## config.mk

```make
export PLATFORM = sky130hd
export DESIGN_NAME = fairy_wb_scheduler_flat
export DESIGN_NICKNAME = d
export VERILOG_FILES = /design/src/rtl/fairy_wb_scheduler_pkg.sv /design/src/rtl/fairy_wb_scheduler_if.sv /design/src/rtl/fairy_wb_fifo.sv /design/src/rtl/fairy_wb_scheduler.sv /design/src/flat_wrapper.sv
export SDC_FILE = /design/constraint.sdc
export NUM_CORES = 1
export LEC_CHECK = 0
export ABC_CLOCK_PERIOD_IN_PS = 2900
export BUFFER_PORTS_ARGS = -buffer_cell sky130_fd_sc_hd__buf_2
export CORE_AREA = 10 10 148 150
export CTS_CLUSTER_DIAMETER = 200
export CTS_CLUSTER_SIZE = 24
export DETAILED_ROUTE_END_ITERATION = 7
export DIE_AREA = 0 0 158 160
export MAX_ROUTING_LAYER = met4
export PLACE_DENSITY = 0.76
export SYNTH_ARGS = -nofsm -noshare
export SYNTH_HDL_FRONTEND = slang
export SYNTH_HIERARCHICAL = 1
export SYNTH_SLANG_ARGS = --single-unit
```

## constraint.sdc

```tcl
create_clock -name clk -period 2.9 [get_ports clk]
set_clock_uncertainty 0.15 [all_clocks]
set_input_delay 0.58 -clock clk [delete_from_list [all_inputs] [get_ports clk]]
set_output_delay 0.58 -clock clk [all_outputs]
set_load 0.01 [all_outputs]
```

## src/rtl/fairy_wb_scheduler_pkg.sv

```systemverilog
// Shared widths and the return-buffer entry layout for the writeback scheduler.
package fairy_wb_scheduler_pkg;

    localparam int GPR_AW  = 5;
    localparam int XLEN    = 32;
    localparam int NUM_GPR = 2 ** GPR_AW;

    localparam logic [GPR_AW-1:0] REG_ZERO = 5'd0;

    typedef struct packed {
        logic [GPR_AW-1:0] dest;
        logic [XLEN-1:0]   data;
    } wb_entry_t;

endpackage

```

## src/rtl/fairy_wb_scheduler_if.sv

```systemverilog
// Long-latency result return channel (mult/div, miss loads) into the scheduler.
interface fairy_wb_scheduler_if;
    import fairy_wb_scheduler_pkg::*;

    logic              ret_valid;
    logic [GPR_AW-1:0] ret_dest;
    logic [XLEN-1:0]   ret_data;
    logic              ret_ready;

    modport master (output ret_valid, ret_dest, ret_data, input ret_ready);
    modport slave  (input ret_valid, ret_dest, ret_data, output ret_ready);

endinterface

```

## src/rtl/fairy_wb_fifo.sv

```systemverilog
// Circular return buffer of {dest, data}; head is visible combinationally.
module fairy_wb_fifo
    import fairy_wb_scheduler_pkg::*;
#(
    parameter int DEPTH = 4,
    parameter int PTR_W = 2
) (
    input  logic         clk,
    input  logic         reset,
    input  logic         push,
    input  wb_entry_t    push_data,
    input  logic         pop,
    output wb_entry_t    head,
    output logic         full,
    output logic         empty,
    output logic [PTR_W:0] count
);

    localparam logic [PTR_W:0] FULL_CNT = (PTR_W + 1)'(DEPTH);

    wb_entry_t        mem [DEPTH];
    logic [PTR_W-1:0] wr_ptr;
    logic [PTR_W-1:0] rd_ptr;
    logic             do_push;
    logic             do_pop;

    assign full    = (count == FULL_CNT);
    assign empty   = (count == '0);
    assign do_push = push & ~full;
    assign do_pop  = pop & ~empty;
    assign head    = mem[rd_ptr];

    always_ff @(posedge clk) begin
        if (do_push) begin
            mem[wr_ptr] <= push_data;
        end
    end

    // Pointers are PTR_W bits wide, so wrap modulo DEPTH comes for free.
    always_ff @(posedge clk) begin
        if (reset) begin
            wr_ptr <= '0;
            rd_ptr <= '0;
            count  <= '0;
        end else begin
            if (do_push) begin
                wr_ptr <= wr_ptr + PTR_W'(1);
            end
            if (do_pop) begin
                rd_ptr <= rd_ptr + PTR_W'(1);
            end
            case ({do_push, do_pop})
                2'b10:   count <= count + (PTR_W + 1)'(1);
                2'b01:   count <= count - (PTR_W + 1)'(1);
                default: count <= count;
            endcase
        end
    end

endmodule

```

## src/rtl/fairy_wb_scheduler.sv

```systemverilog
// Regfile write-port arbiter between pipeline writeback and buffered long-latency
// results, with the pending-destination scoreboard that drives the decode interlock.
module fairy_wb_scheduler
    import fairy_wb_scheduler_pkg::*;
#(
    parameter int DEPTH = 4,
    parameter int PTR_W = 2
) (
    input  logic               clk,
    input  logic               reset,

    input  logic               pipe_we,
    input  logic [GPR_AW-1:0]  pipe_waddr,
    input  logic [XLEN-1:0]    pipe_wdata,

    input  logic               iss_valid,
    input  logic [GPR_AW-1:0]  iss_dest,
    output logic               iss_ready,
    input  logic               exception_i,

    fairy_wb_scheduler_if.slave ret,

    input  logic [GPR_AW-1:0]  dec_rs,
    input  logic [GPR_AW-1:0]  dec_rt,
    input  logic               dec_use_rs,
    input  logic               dec_use_rt,
    input  logic               dec_we,
    input  logic [GPR_AW-1:0]  dec_waddr,
    output logic               stall_o,

    output logic               reg_we_o,
    output logic [GPR_AW-1:0]  reg_waddr_o,
    output logic [XLEN-1:0]    reg_wdata_o,

    output logic [NUM_GPR-1:0] pending_o,
    output logic               err_o
);

    localparam logic [PTR_W:0] FULL_CNT = (PTR_W + 1)'(DEPTH);

    logic [NUM_GPR-1:0] pending_q;
    logic [NUM_GPR-1:0] pending_d;
    logic               err_q;
    logic               err_d;

    wb_entry_t          buf_head;
    wb_entry_t          buf_in;
    logic               buf_full;
    logic               buf_empty;
    logic [PTR_W:0]     buf_count;
    logic               buf_push;
    logic               buf_pop;
    logic               iss_fire;

    assign ret.ret_ready = (buf_count != FULL_CNT);

    // Results to $0 are acknowledged but dropped here so they never reach the port.
    assign buf_push = ret.ret_valid & ~buf_full & (ret.ret_dest != REG_ZERO);
    assign buf_in   = '{dest: ret.ret_dest, data: ret.ret_data};
    assign buf_pop  = ~pipe_we & ~buf_empty & ~reset;

    fairy_wb_fifo #(
        .DEPTH (DEPTH),
        .PTR_W (PTR_W)
    ) u_fifo (
        .clk       (clk),
        .reset     (reset),
        .push      (buf_push),
        .push_data (buf_in),
        .pop       (buf_pop),
        .head      (buf_head),
        .full      (buf_full),
        .empty     (buf_empty),
        .count     (buf_count)
    );

    always_comb begin
        reg_we_o    = 1'b0;
        reg_waddr_o = '0;
        reg_wdata_o = '0;
        if (pipe_we) begin
            reg_we_o    = 1'b1;
            reg_waddr_o = pipe_waddr;
            reg_wdata_o = pipe_wdata;
        end else if (buf_pop) begin
            reg_we_o    = 1'b1;
            reg_waddr_o = buf_head.dest;
            reg_wdata_o = buf_head.data;
        end
    end

    assign iss_ready = ~pending_q[iss_dest] & ~exception_i;
    assign iss_fire  = iss_valid & iss_ready & (iss_dest != REG_ZERO);

    // Issue is blocked while its bit is pending, so set and clear never collide.
    always_comb begin
        pending_d = pending_q;
        if (iss_fire) begin
            pending_d[iss_dest] = 1'b1;
        end
        if (buf_pop) begin
            pending_d[buf_head.dest] = 1'b0;
        end
        pending_d[0] = 1'b0;
    end

    assign err_d = (buf_push & ~pending_q[ret.ret_dest])
                 | (pipe_we & pending_q[pipe_waddr]);

    always_ff @(posedge clk) begin
        if (reset) begin
            pending_q <= '0;
            err_q     <= 1'b0;
        end else begin
            pending_q <= pending_d;
            err_q     <= err_q | err_d;
        end
    end

    assign stall_o = (dec_use_rs & pending_q[dec_rs])
                   | (dec_use_rt & pending_q[dec_rt])
                   | (dec_we & pending_q[dec_waddr]);

    assign pending_o = pending_q;
    assign err_o     = err_q;

endmodule
```

## src/flat_wrapper.sv

```systemverilog
// flat-port wrapper written by rule: the top's interface ports become plain ports
module fairy_wb_scheduler_flat import fairy_wb_scheduler_pkg::*;
#(
    parameter int DEPTH = 4,
    parameter int PTR_W = 2
)
  (clk, reset, pipe_we, pipe_waddr, pipe_wdata, iss_valid, iss_dest, iss_ready, exception_i, dec_rs, dec_rt, dec_use_rs, dec_use_rt, dec_we, dec_waddr, stall_o, reg_we_o, reg_waddr_o, reg_wdata_o, pending_o, err_o, ret_ret_valid, ret_ret_dest, ret_ret_data, ret_ret_ready);
  fairy_wb_scheduler_if ret_i ();
  input  logic clk;
  input  logic reset;
  input  logic pipe_we;
  input  logic [GPR_AW-1:0] pipe_waddr;
  input  logic [XLEN-1:0] pipe_wdata;
  input  logic iss_valid;
  input  logic [GPR_AW-1:0] iss_dest;
  output logic iss_ready;
  input  logic exception_i;
  input  logic [GPR_AW-1:0] dec_rs;
  input  logic [GPR_AW-1:0] dec_rt;
  input  logic dec_use_rs;
  input  logic dec_use_rt;
  input  logic dec_we;
  input  logic [GPR_AW-1:0] dec_waddr;
  output logic stall_o;
  output logic reg_we_o;
  output logic [GPR_AW-1:0] reg_waddr_o;
  output logic [XLEN-1:0] reg_wdata_o;
  output logic [NUM_GPR-1:0] pending_o;
  output logic err_o;
  input wire logic [$bits(ret_i.ret_valid)-1:0] ret_ret_valid;
  input wire logic [$bits(ret_i.ret_dest)-1:0] ret_ret_dest;
  input wire logic [$bits(ret_i.ret_data)-1:0] ret_ret_data;
  output wire logic [$bits(ret_i.ret_ready)-1:0] ret_ret_ready;
  assign ret_i.ret_valid = ret_ret_valid;
  assign ret_i.ret_dest = ret_ret_dest;
  assign ret_i.ret_data = ret_ret_data;
  assign ret_ret_ready = ret_i.ret_ready;
  fairy_wb_scheduler #(.DEPTH(DEPTH), .PTR_W(PTR_W)) u_core (.clk(clk), .reset(reset), .pipe_we(pipe_we), .pipe_waddr(pipe_waddr), .pipe_wdata(pipe_wdata), .iss_valid(iss_valid), .iss_dest(iss_dest), .iss_ready(iss_ready), .exception_i(exception_i), .ret(ret_i), .dec_rs(dec_rs), .dec_rt(dec_rt), .dec_use_rs(dec_use_rs), .dec_use_rt(dec_use_rt), .dec_we(dec_we), .dec_waddr(dec_waddr), .stall_o(stall_o), .reg_we_o(reg_we_o), .reg_waddr_o(reg_waddr_o), .reg_wdata_o(reg_wdata_o), .pending_o(pending_o), .err_o(err_o));
endmodule
```

==> impl_metrics.env, run 1 <==
export IMPL_antenna_found_initial=2
export IMPL_crit_family="buffers and inverters"
export IMPL_ys_seq_area_frac=0.554
export IMPL_cts_buffers_inserted=17
export IMPL_p_switching_w=0.00156
export IMPL_path_common_cell="buf_4"
export IMPL_vias=6912
export IMPL_hold_viol=0
export IMPL_worst_path_max_delay_cell="o41ai_2"
export IMPL_grt_setup_unrepaired="yes"
export IMPL_p_clk_frac=0.366
export IMPL_die_h_um=160
export IMPL_slew_headroom=0.553
export IMPL_grtUsageMet3=0.0685
export IMPL_die_area_um2=25300
export IMPL_synth_nets=746
export IMPL_synthFlopType="edfxtp_1"
export IMPL_grt_pass1_vias=6938
export IMPL_reg2regPathDepth=11
export IMPL_instances_no_fill=1107
export IMPL_synth_avg_cell_area_um2=14.9
export IMPL_wirelength_um=26600
export IMPL_synth_seq_cells=189
export IMPL_htreeDepth=4
export IMPL_cts_tree="done"
export IMPL_power_frac_comb=0.135
export IMPL_postSynthCellCount=637
export IMPL_start_util=0.498
export IMPL_crit_type="input pin to output pin"
export IMPL_ant_nets=0
export IMPL_fin_util=0.614
export IMPL_grt_usage=0.211
export IMPL_fp_row_count=51
export IMPL_clock_root_buffer="clkbuf_16"
export IMPL_ios=177
export IMPL_p_leak_nw=4.42
export IMPL_hold_class="input pin to flip-flop"
export IMPL_internal_power_w=0.00464
export IMPL_ys_types=60
export IMPL_top_usage_layer="met2"
export IMPL_clkTransAtPathRegs_ps=70
export IMPL_ir_worst_vdd_uv=424
export IMPL_finalMaxSlewViolations=0
export IMPL_placedCellCount=1068
export IMPL_clk_latency_ps=430
export IMPL_cp_start_kind="input pin"
export IMPL_drt_initial_drc_count=786
export IMPL_max_slew_worst_pin_slew_ps=668
export IMPL_setup_slack_ps=-10.6
export IMPL_die_x_um=158
export IMPL_io_buffers=175
export IMPL_violations="negative setup slack"
export IMPL_cp_num_cells=10
export IMPL_fp_coreArea_um2=19100
export IMPL_arrival_ps=2180
export IMPL_timing_fmax_mhz=344
export IMPL_slowest_delay_ps=370
export IMPL_synthArstFlopShare=0
export IMPL_netlist_area_um2=9500
export IMPL_ys_warn_count=6
export IMPL_reg2reg_from="u_core/u_fifo/count[1]$_SDFFE_PP0P_"
export IMPL_synth_edf_count=148
export IMPL_cp_startpoint="dec_rt[1]"
export IMPL_critPathBufInv=5
export IMPL_use_met1=0.267
export IMPL_hpwl_um=18800
export IMPL_power_density_nw_per_um2=529
export IMPL_fin_crit_ps=2910
export IMPL_pwr_share_seq=0.500
export IMPL_grt_use_met2=0.313
export IMPL_drt_first_pass_iters=5
export IMPL_nets=964
export IMPL_maxCapViolCount=0
export IMPL_status="complete, but fails checks"
export IMPL_drive_gt1_frac=0.457
export IMPL_endpoint_kind="output pin"
export IMPL_cts_max_path_buffers=2
export IMPL_wl_per_cell_um=24.1
export IMPL_gr_total_overflow=0
export IMPL_p_sw_frac=0.252
export IMPL_holdPathStages=1
export IMPL_gp_congestion=0.941
export IMPL_crit_chain="buf_4 -> buf_6 -> buf_4 -> mux2i_1 -> a22oi_1 -> and3_1 -> o41ai_2 -> buf_4 -> nand4_1 -> buf_2"
export IMPL_setup_viol=1
export IMPL_syn_to_final_growth_pct=23.4
export IMPL_grt_max_degree=43
export IMPL_viasPerCell=6.24
export IMPL_fill_cells=1450
export IMPL_crit_fanout=8
export IMPL_grt_pass1_wl_um=39800
export IMPL_power_total_w=0.00620
export IMPL_required_ps=2170
export IMPL_route_detailed_drc=0
export IMPL_fin_crit_sh=1.00
export IMPL_cts_sinks=189
export IMPL_hold_path_startpoint="ret_ret_data[28]"
per-layer routing:
layer / part of all wire / vias to the layer above / wire length, um
met2: 0.46 / 415 / 12300
li1: - / 3040 / -
met1: 0.40 / 3391 / 10600
met4: 0.028 / 0 / 741
met3: 0.11 / 66 / 2950
met5: 0 / - / 0
path summary, 6_finish.rpt:
| kind | to | slack, ps |
|---|---|---|
| max | stall_o | -10 |
| min reg2reg | flip-flop | 330 |
| max reg2reg | u_core/u_fifo/count[2]$_SDFFE_PP0P_ | 320 |
| min | u_core/u_fifo/mem[0][28]$_DFFE_PP_ | 210 |
Yosys cell counts (6+ instances only):
library cell  instances  share of area
edfxtp_1            148           0.47
mux4_2               63           0.15
dfxtp_1              41          0.086
a22o_1               37          0.034
nor2_1               33          0.013
mux2i_1              31          0.033
clkbuf_1             24         0.0095
inv_1                21         0.0083
nand2_1              19         0.0075
a211oi_1             16          0.013
a21oi_1              15         0.0079
a31oi_1              12         0.0079
nand3_1              11         0.0058
nor3_1               11         0.0058
mux2_2               10          0.012
a41oi_1               9         0.0083
buf_2                 9         0.0047
nor2b_1               9         0.0059
and2_1                8         0.0053
nand3b_1              8         0.0063
nor3b_1               8         0.0063
buf_1                 7         0.0028
mux4_1                7          0.019
o21ai_0               7         0.0037
and3_1                6         0.0040
placed cells by master (no fill, tap or decap), types with 3 or more instances in the layout:
master     synthesis  layout
buf_2              9     172
edfxtp_1         148     148
mux4_2            63      64
buf_4              2      62
a22o_1            37      37
nor2_1            33      32
mux2i_1           31      31
dfxtp_1           41      22
inv_1             21      20
nand2_1           19      19
clkbuf_16          0      17
dfxtp_2            0      17
a211oi_1          16      16
a21oi_1           15      15
a31oi_1           12      12
nor3_1            11      11
nand3_1           11      10
mux2_2            10      10
a41oi_1            9       9
nand3b_1           8       8
nor3b_1            8       8
o21ai_0            7       7
nor2b_1            9       7
inv_6              0       6
and3_1             6       6
buf_12             3       6
mux4_1             7       6
or3_1              5       5
a22oi_1            5       5
nand2b_1           5       5
buf_6              2       5
and2_1             8       4
a2111oi_2          4       4
and2_2             0       4
ha_1               5       4
a2111oi_0          4       3
xor2_1             3       3
state kept, by name (all words and copies together) (netlist names), named ones only:
register and count:
u_core/err_o 1, u_core/pending_o 31, u_core/u_fifo/count 3, u_core/u_fifo/mem 148
u_core/u_fifo/rd_ptr 2, u_core/u_fifo/wr_ptr 2
power by group through the flow:
stage          sequential, W  combinational, W  clock (W)
3_3_place_gp         0.00315          0.000798          0
6_report             0.00310          0.000834    0.00226
5_1_grt              0.00311          0.000902    0.00241
4_1_cts              0.00310          0.000824    0.00229
2_1_floorplan        0.00314          0.000493          0
3_5_place_dp         0.00316          0.000816          0
cell type report:
class / count / area (um2) / share of cell area
Multi-Input combinational cell: 379 / 3950 / 0.337
Inverter: 21 / 78.8 / 0.00673
Sequential cell: 189 / 5290 / 0.452
Antenna cell: 2 / 5.00 / 0.000427
Timing Repair Buffer: 247 / 1520 / 0.130
Tap cell: 238 / 298 / 0.0254
Clock buffer: 17 / 425 / 0.0363
Clock inverter: 14 / 148 / 0.0126
through the flow:
step / hold slack (ps) / setup TNS [ps] / area, um2 / worst slack, ps
floorplan: 309 / -115 / 9520 / -115
detailed placement: 323 / -293 / 11000 / -188
CTS: 196 / 0 / 11600 / 3.88
global route: 198 / -44.9 / 11700 / -44.9
global placement: 317 / -141 / 11000 / -112
finish: 214 / -10.6 / 11700 / -10.6
cells by family (layout without fill, tap and decap cells):
| logic type | after synthesis | in the layout | synth area share |
|---|---|---|---|
| AO/OA/AOI/OAI | 122 | 122 | 0.104 |
| XOR/XNOR | 3 | 3 | 0.00277 |
| adder cells (fa/ha/maj) | 6 | 6 | 0.00870 |
| buffers and inverters | 69 | 299 | 0.0361 |
| flip-flops | 189 | 189 | 0.554 |
| multiplexers | 111 | 111 | 0.213 |
| other | 1 | 3 | 0.000395 |
| AND/OR/NAND/NOR | 136 | 136 | 0.0797 |
repair_timing:
item                       4_1_cts  5_1_grt
setup endpoints to repair       31        9
pin swaps                        1        8
hold buffers                     0        0
gates cloned                     0        0
setup buffers                    0        6
resized for setup               12       26
Note: power is estimated with default switching activity, not from simulation.
==> inputs of run 2 (changes only) <==
==> constraint.sdc (replaced) <==
create_clock -name clk -period 2.9 [get_ports clk]
set_clock_uncertainty 0.15 [all_clocks]
set_input_delay 0.58 -clock clk [delete_from_list [all_inputs] [get_ports clk]]
set_output_delay 0.58 -clock clk [all_outputs]
set_load 0.02 [all_outputs]
==> impl_metrics.env, run 2 (synthesized netlist as in run 1, its figures left out) <==
export IMPL_status="complete, but fails checks"
export IMPL_violations="negative setup slack"
export IMPL_antenna_found_initial=6
export IMPL_fill_cells=1434
export IMPL_pwr_share_seq=0.498
export IMPL_hold_viol=0
export IMPL_nets=961
export IMPL_grt_usage=0.208
export IMPL_gp_congestion=0.960
export IMPL_rrSetupSlack_ps=360
export IMPL_ios=177
export IMPL_final_cell_mix="buf_2, edfxtp_1, mux4_2, buf_4, a22o_1"
export IMPL_final_common_cell="buf_2"
export IMPL_placed_area_um2=10900
export IMPL_p_sw_frac=0.264
export IMPL_endpoint_kind="output pin"
export IMPL_slew_headroom=0.528
export IMPL_setup_slack_ps=-24.6
export IMPL_worst_hold_slack_ps=199
export IMPL_cp_startpoint="u_core/pending_o[3]$_SDFF_PP0_"
export IMPL_fin_crit_sh=1.01
export IMPL_r2r_end="u_core/u_fifo/count[2]$_SDFFE_PP0P_"
export IMPL_vias=6919
export IMPL_fin_crit_ps=2920
export IMPL_ir_worst_vdd_uv=448
export IMPL_route_detailed_drc=0
export IMPL_grt_max_degree=43
export IMPL_syn_to_final_growth_pct=23.6
export IMPL_clkTransAtPathRegs_ps=70
export IMPL_largest_register_ffs=148
export IMPL_crit_fanout=5
export IMPL_final_area_um2=11700
export IMPL_grt_pass1_wl_um=39600
export IMPL_p_leak_nw=4.40
export IMPL_cp_start_kind="flip-flop"
export IMPL_multi_input_area_um2=3940
export IMPL_ant_nets=0
export IMPL_wirelength_um=26400
export IMPL_cts_max_path_buffers=2
export IMPL_fp_coreArea_um2=19100
export IMPL_setup_viol=1
export IMPL_reg2reg_from="u_core/u_fifo/count[0]$_SDFFE_PP0P_"
export IMPL_gr_total_overflow=0
export IMPL_required_ps=2170
export IMPL_start_util=0.498
export IMPL_arrival_ps=2190
export IMPL_power_density_nw_per_um2=529
export IMPL_cts_buffers_inserted=17
export IMPL_cts_tree="done"
export IMPL_power_frac_comb=0.143
export IMPL_critPathCapture="stall_o"
export IMPL_finalMaxSlewViolations=0
export IMPL_drt_first_pass_iters=8
export IMPL_io_buffers=175
export IMPL_maxCapViolCount=0
export IMPL_viasPerCell=6.24
export IMPL_top_register="u_core/u_fifo/mem"
export IMPL_die_x_um=158
export IMPL_drt_initial_drc_count=583
export IMPL_reg2regPathDepth=11
export IMPL_die_h_um=160
export IMPL_htreeDepth=4
export IMPL_hpwl_um=18200
export IMPL_die_area_um2=25300
export IMPL_timing_fmax_mhz=342
export IMPL_max_slew_worst_pin_slew_ps=705
export IMPL_grt_pass1_vias=7091
export IMPL_cts_hold_buf=0
export IMPL_seqCellArea_um2=5310
export IMPL_internal_power_w=0.00457
export IMPL_clk_latency_ps=440
export IMPL_hold_class="input pin to flip-flop"
export IMPL_fp_row_count=51
export IMPL_p_clk_frac=0.359
export IMPL_wl_per_cell_um=23.8
export IMPL_cts_sinks=189
export IMPL_crit_type="flip-flop to output pin"
export IMPL_clock_root_buffer="clkbuf_16"
export IMPL_grt_setup_unrepaired="yes"
export IMPL_drive_gt1_frac=0.460
export IMPL_p_switching_w=0.00164
export IMPL_fin_setup_tns_ps=-24.6
## run 2: power groups by stage
stage	clock, W	sequential, W	combinational [W]
global route	0.00237	0.00311	0.000956
finish	0.00223	0.00310	0.000886
global placement	0	0.00315	0.000842
detailed placement	0	0.00316	0.000855
CTS	0.00227	0.00310	0.000861
floorplan	0	0.00314	0.000536
## run 2: worst min path at each step
stage                                              to                            startpoint  depth (start not counted)  slack [ps]
detailed placement                          flip-flop  u_core/u_fifo/rd_ptr[1]$_SDFFE_PP0P_                          2         330
floorplan                                   flip-flop  u_core/u_fifo/rd_ptr[1]$_SDFFE_PP0P_                          2         310
global placement                            flip-flop  u_core/u_fifo/rd_ptr[1]$_SDFFE_PP0P_                          2         320
CTS                 u_core/u_fifo/mem[3][7]$_DFFE_PP_                       ret_ret_data[7]                          1         180
global route        u_core/u_fifo/mem[3][7]$_DFFE_PP_                       ret_ret_data[7]                          1         200
finish              u_core/u_fifo/mem[0][5]$_DFFE_PP_                       ret_ret_data[5]                          1         200
## run 2: final cells by class
type | count | area share
Antenna cell | 6 | 0.00128
Tap cell | 238 | 0.0254
Timing Repair Buffer | 244 | 0.130
Clock inverter | 15 | 0.0127
Clock buffer | 17 | 0.0362
Sequential cell | 189 | 0.452
Multi-Input combinational cell | 379 | 0.335
Inverter | 21 | 0.00672
## run 2: stage by stage
step / utilization / power (W) / setup slack, ps / std cells
after detailed placement: 0.574 / 0.00401 / -135 / 1062
after CTS: 0.605 / 0.00622 / -15.9 / 1094
after floorplan: - / 0.00368 / -115 / 637
after global routing: 0.615 / 0.00643 / -64.8 / 1109
after global placement: 0.574 / 0.00399 / -93.7 / 1062
final: 0.615 / 0.00621 / -24.6 / 1109
## run 2: metal layers
layer	track usage	share of wire	up-vias
met5	-	0	-
met4	0.0842	0.032	0
met3	0.0653	0.11	61
met2	0.307	0.46	439
met1	0.260	0.40	3378
li1	-	-	3041
## run 2: what timing repair did
item                                    in CTS  in global routing
pin swaps                                    0                  2
setup buffers                                0                  7
gates resized for setup                     13                 30
cloned                                       0                  2
endpoints found under the setup margin       4                 38
## run 2: worst max-delay path, cell delays in order, from the launching register on
cell and delay [ps]:
dfxtp_4 370, buf_4 170, mux2_2 270, nand2_1 90, a311oi_2 110, o41ai_2 350, buf_4 170, nand4_1 60
buf_2 170
==> inputs of run 3 (changes only) <==
--- a/config.mk
+++ b/config.mk
@@ -14,6 +14,7 @@
 export DIE_AREA = 0 0 158 160
 export MAX_ROUTING_LAYER = met4
 export PLACE_DENSITY = 0.76
+export RECOVER_POWER = 100
 export SYNTH_ARGS = -nofsm -noshare
 export SYNTH_HDL_FRONTEND = slang
 export SYNTH_HIERARCHICAL = 1
==> impl_metrics.env, run 3 (synthesized netlist as in run 1, its figures left out) <==
export IMPL_reg2reg_from="u_core/u_fifo/count[0]$_SDFFE_PP0P_"
export IMPL_die_x_um=158
export IMPL_slew_headroom=0.440
export IMPL_io_buffers=175
export IMPL_htreeDepth=4
export IMPL_crit_type="flip-flop to output pin"
export IMPL_instances_no_fill=1108
export IMPL_cts_buffers_inserted=17
export IMPL_grt_usage=0.208
export IMPL_die_h_um=160
export IMPL_endpoint_kind="output pin"
export IMPL_grt_pass1_vias=7091
export IMPL_hold_path_startpoint="ret_ret_data[10]"
export IMPL_cp_start_kind="flip-flop"
export IMPL_start_util=0.498
export IMPL_vias=6878
export IMPL_grt_pass1_wl_um=39600
export IMPL_fin_crit_sh=1.01
export IMPL_drt_first_pass_iters=5
export IMPL_hold_viol=0
export IMPL_fp_row_count=51
export IMPL_antenna_found_initial=4
export IMPL_clkTransAtPathRegs_ps=70
export IMPL_placed_area_um2=10900
export IMPL_cts_hold_buf=0
export IMPL_maxCapViolCount=0
export IMPL_max_slew_worst_pin_slew_ps=841
export IMPL_hold_class="input pin to flip-flop"
export IMPL_wirelength_um=26200
export IMPL_crit_fanout=5
export IMPL_grt_setup_unrepaired="yes"
export IMPL_final_cell_mix="edfxtp_1, buf_2, mux4_2, buf_4, clkbuf_1"
export IMPL_hpwl_um=18200
export IMPL_grt_max_degree=43
export IMPL_die_area_um2=25300
export IMPL_setup_viol=1
export IMPL_ant_nets=0
export IMPL_drt_initial_drc_count=553
export IMPL_final_area_um2=11700
export IMPL_placedCellCount=1062
export IMPL_holdPathStages=1
export IMPL_cts_tree="done"
export IMPL_r2r_end="u_core/u_fifo/count[2]$_SDFFE_PP0P_"
export IMPL_required_ps=2170
export IMPL_finalMaxSlewViolations=0
export IMPL_power_density_nw_per_um2=531
export IMPL_clock_root_buffer="clkbuf_16"
export IMPL_p_leak_nw=4.29
export IMPL_top_register="u_core/u_fifo/mem"
export IMPL_violations="negative setup slack"
export IMPL_route_detailed_drc=0
export IMPL_fin_crit_ps=2940
export IMPL_setup_slack_ps=-35.8
export IMPL_largest_register_ffs=148
export IMPL_rrSetupSlack_ps=360
export IMPL_fp_coreArea_um2=19100
export IMPL_drive_gt1_frac=0.415
export IMPL_status="complete, but fails checks"
export IMPL_wl_per_cell_um=23.6
export IMPL_final_common_cell="edfxtp_1"
export IMPL_cts_sinks=189
export IMPL_gr_total_overflow=0
export IMPL_timing_fmax_mhz=341
export IMPL_min_to="u_core/u_fifo/mem[1][10]$_DFFE_PP_"
export IMPL_ios=177
export IMPL_cts_max_path_buffers=2
export IMPL_arrival_ps=2210
export IMPL_viasPerCell=6.21
export IMPL_clk_latency_ps=440
export IMPL_syn_to_final_growth_pct=22.9
export IMPL_nets=961
export IMPL_gp_congestion=0.960
export IMPL_reg2regPathDepth=11
export IMPL_ir_worst_vdd_uv=449
## run 3: changes by cell type in the layout (fill, tap and decap cells not counted), sizes merged
cell    previous run  this run
diode              6         5
clkbuf            22        61
buf              239       200
## run 3: stage by stage
step	util	setup WS (ps)	hold slack, ps	power, W	TNS [ps]
after floorplan	-	-115	309	0.00368	-115
after global placement	0.574	-93.7	319	0.00399	-103
after detailed placement	0.574	-135	334	0.00401	-180
after CTS	0.605	-15.9	183	0.00622	-15.9
after global routing	0.612	-64.8	257	0.00642	-74.2
final	0.612	-35.8	245	0.00620	-35.8
## run 3: area by class of cell
class,instances,area [um2]
fill,1455,7410
sequential,189,5310
clock buffer,17,425
antenna,5,12.5
multi-input combinational,379,3940
tap,238,298
inverter,21,78.8
clock inverter,15,149
timing repair buffer,244,1470
## run 3: where the power goes
| group | switching, W | internal [W] | total [W] |
|---|---|---|---|
| registers | 0.0000480 | 0.00305 | 0.00309 |
| clock network | 0.00109 | 0.00114 | 0.00223 |
| logic | 0.000505 | 0.000372 | 0.000876 |
## run 3: worst max-delay path by stage
stage	from	to	slack, ps	depth (start not counted)
floorplan	ret_ret_dest[2]	u_core/u_fifo/count[2]$_SDFFE_PP0P_	-120	14
global placement	ret_ret_dest[2]	u_core/u_fifo/count[2]$_SDFFE_PP0P_	-90	14
detailed placement	ret_ret_dest[2]	u_core/u_fifo/count[2]$_SDFFE_PP0P_	-140	14
CTS	u_core/pending_o[3]$_SDFF_PP0_	iss_ready	-20	6
global route	u_core/pending_o[3]$_SDFF_PP0_	stall_o	-60	8
finish	u_core/pending_o[3]$_SDFF_PP0_	stall_o	-40	8
## run 3: timing repair
item / in CTS / in global routing
gates cloned: 0 / 2
gates resized for setup: 13 / 30
setup buffers: 0 / 7
hold endpoints to repair: 0 / 0
pin swaps: 0 / 2
setup endpoints to repair: 4 / 38
## run 3: per-layer routing
layer  track usage  wire length, um  vias up
met5             -                0        -
met4        0.0842              812        0
met3        0.0653             3020       60
met2         0.307            12000      427
met1         0.260            10400     3346
li1              -                -     3045
## run 3: worst max-delay path, cell delays in order, from the launching register on
cell and delay (ps):
dfxtp_4 370, buf_4 170, mux2_2 270, nand2_1 100, a311oi_2 110, o41ai_2 350
buf_4 170, nand4_1 60, buf_2 170
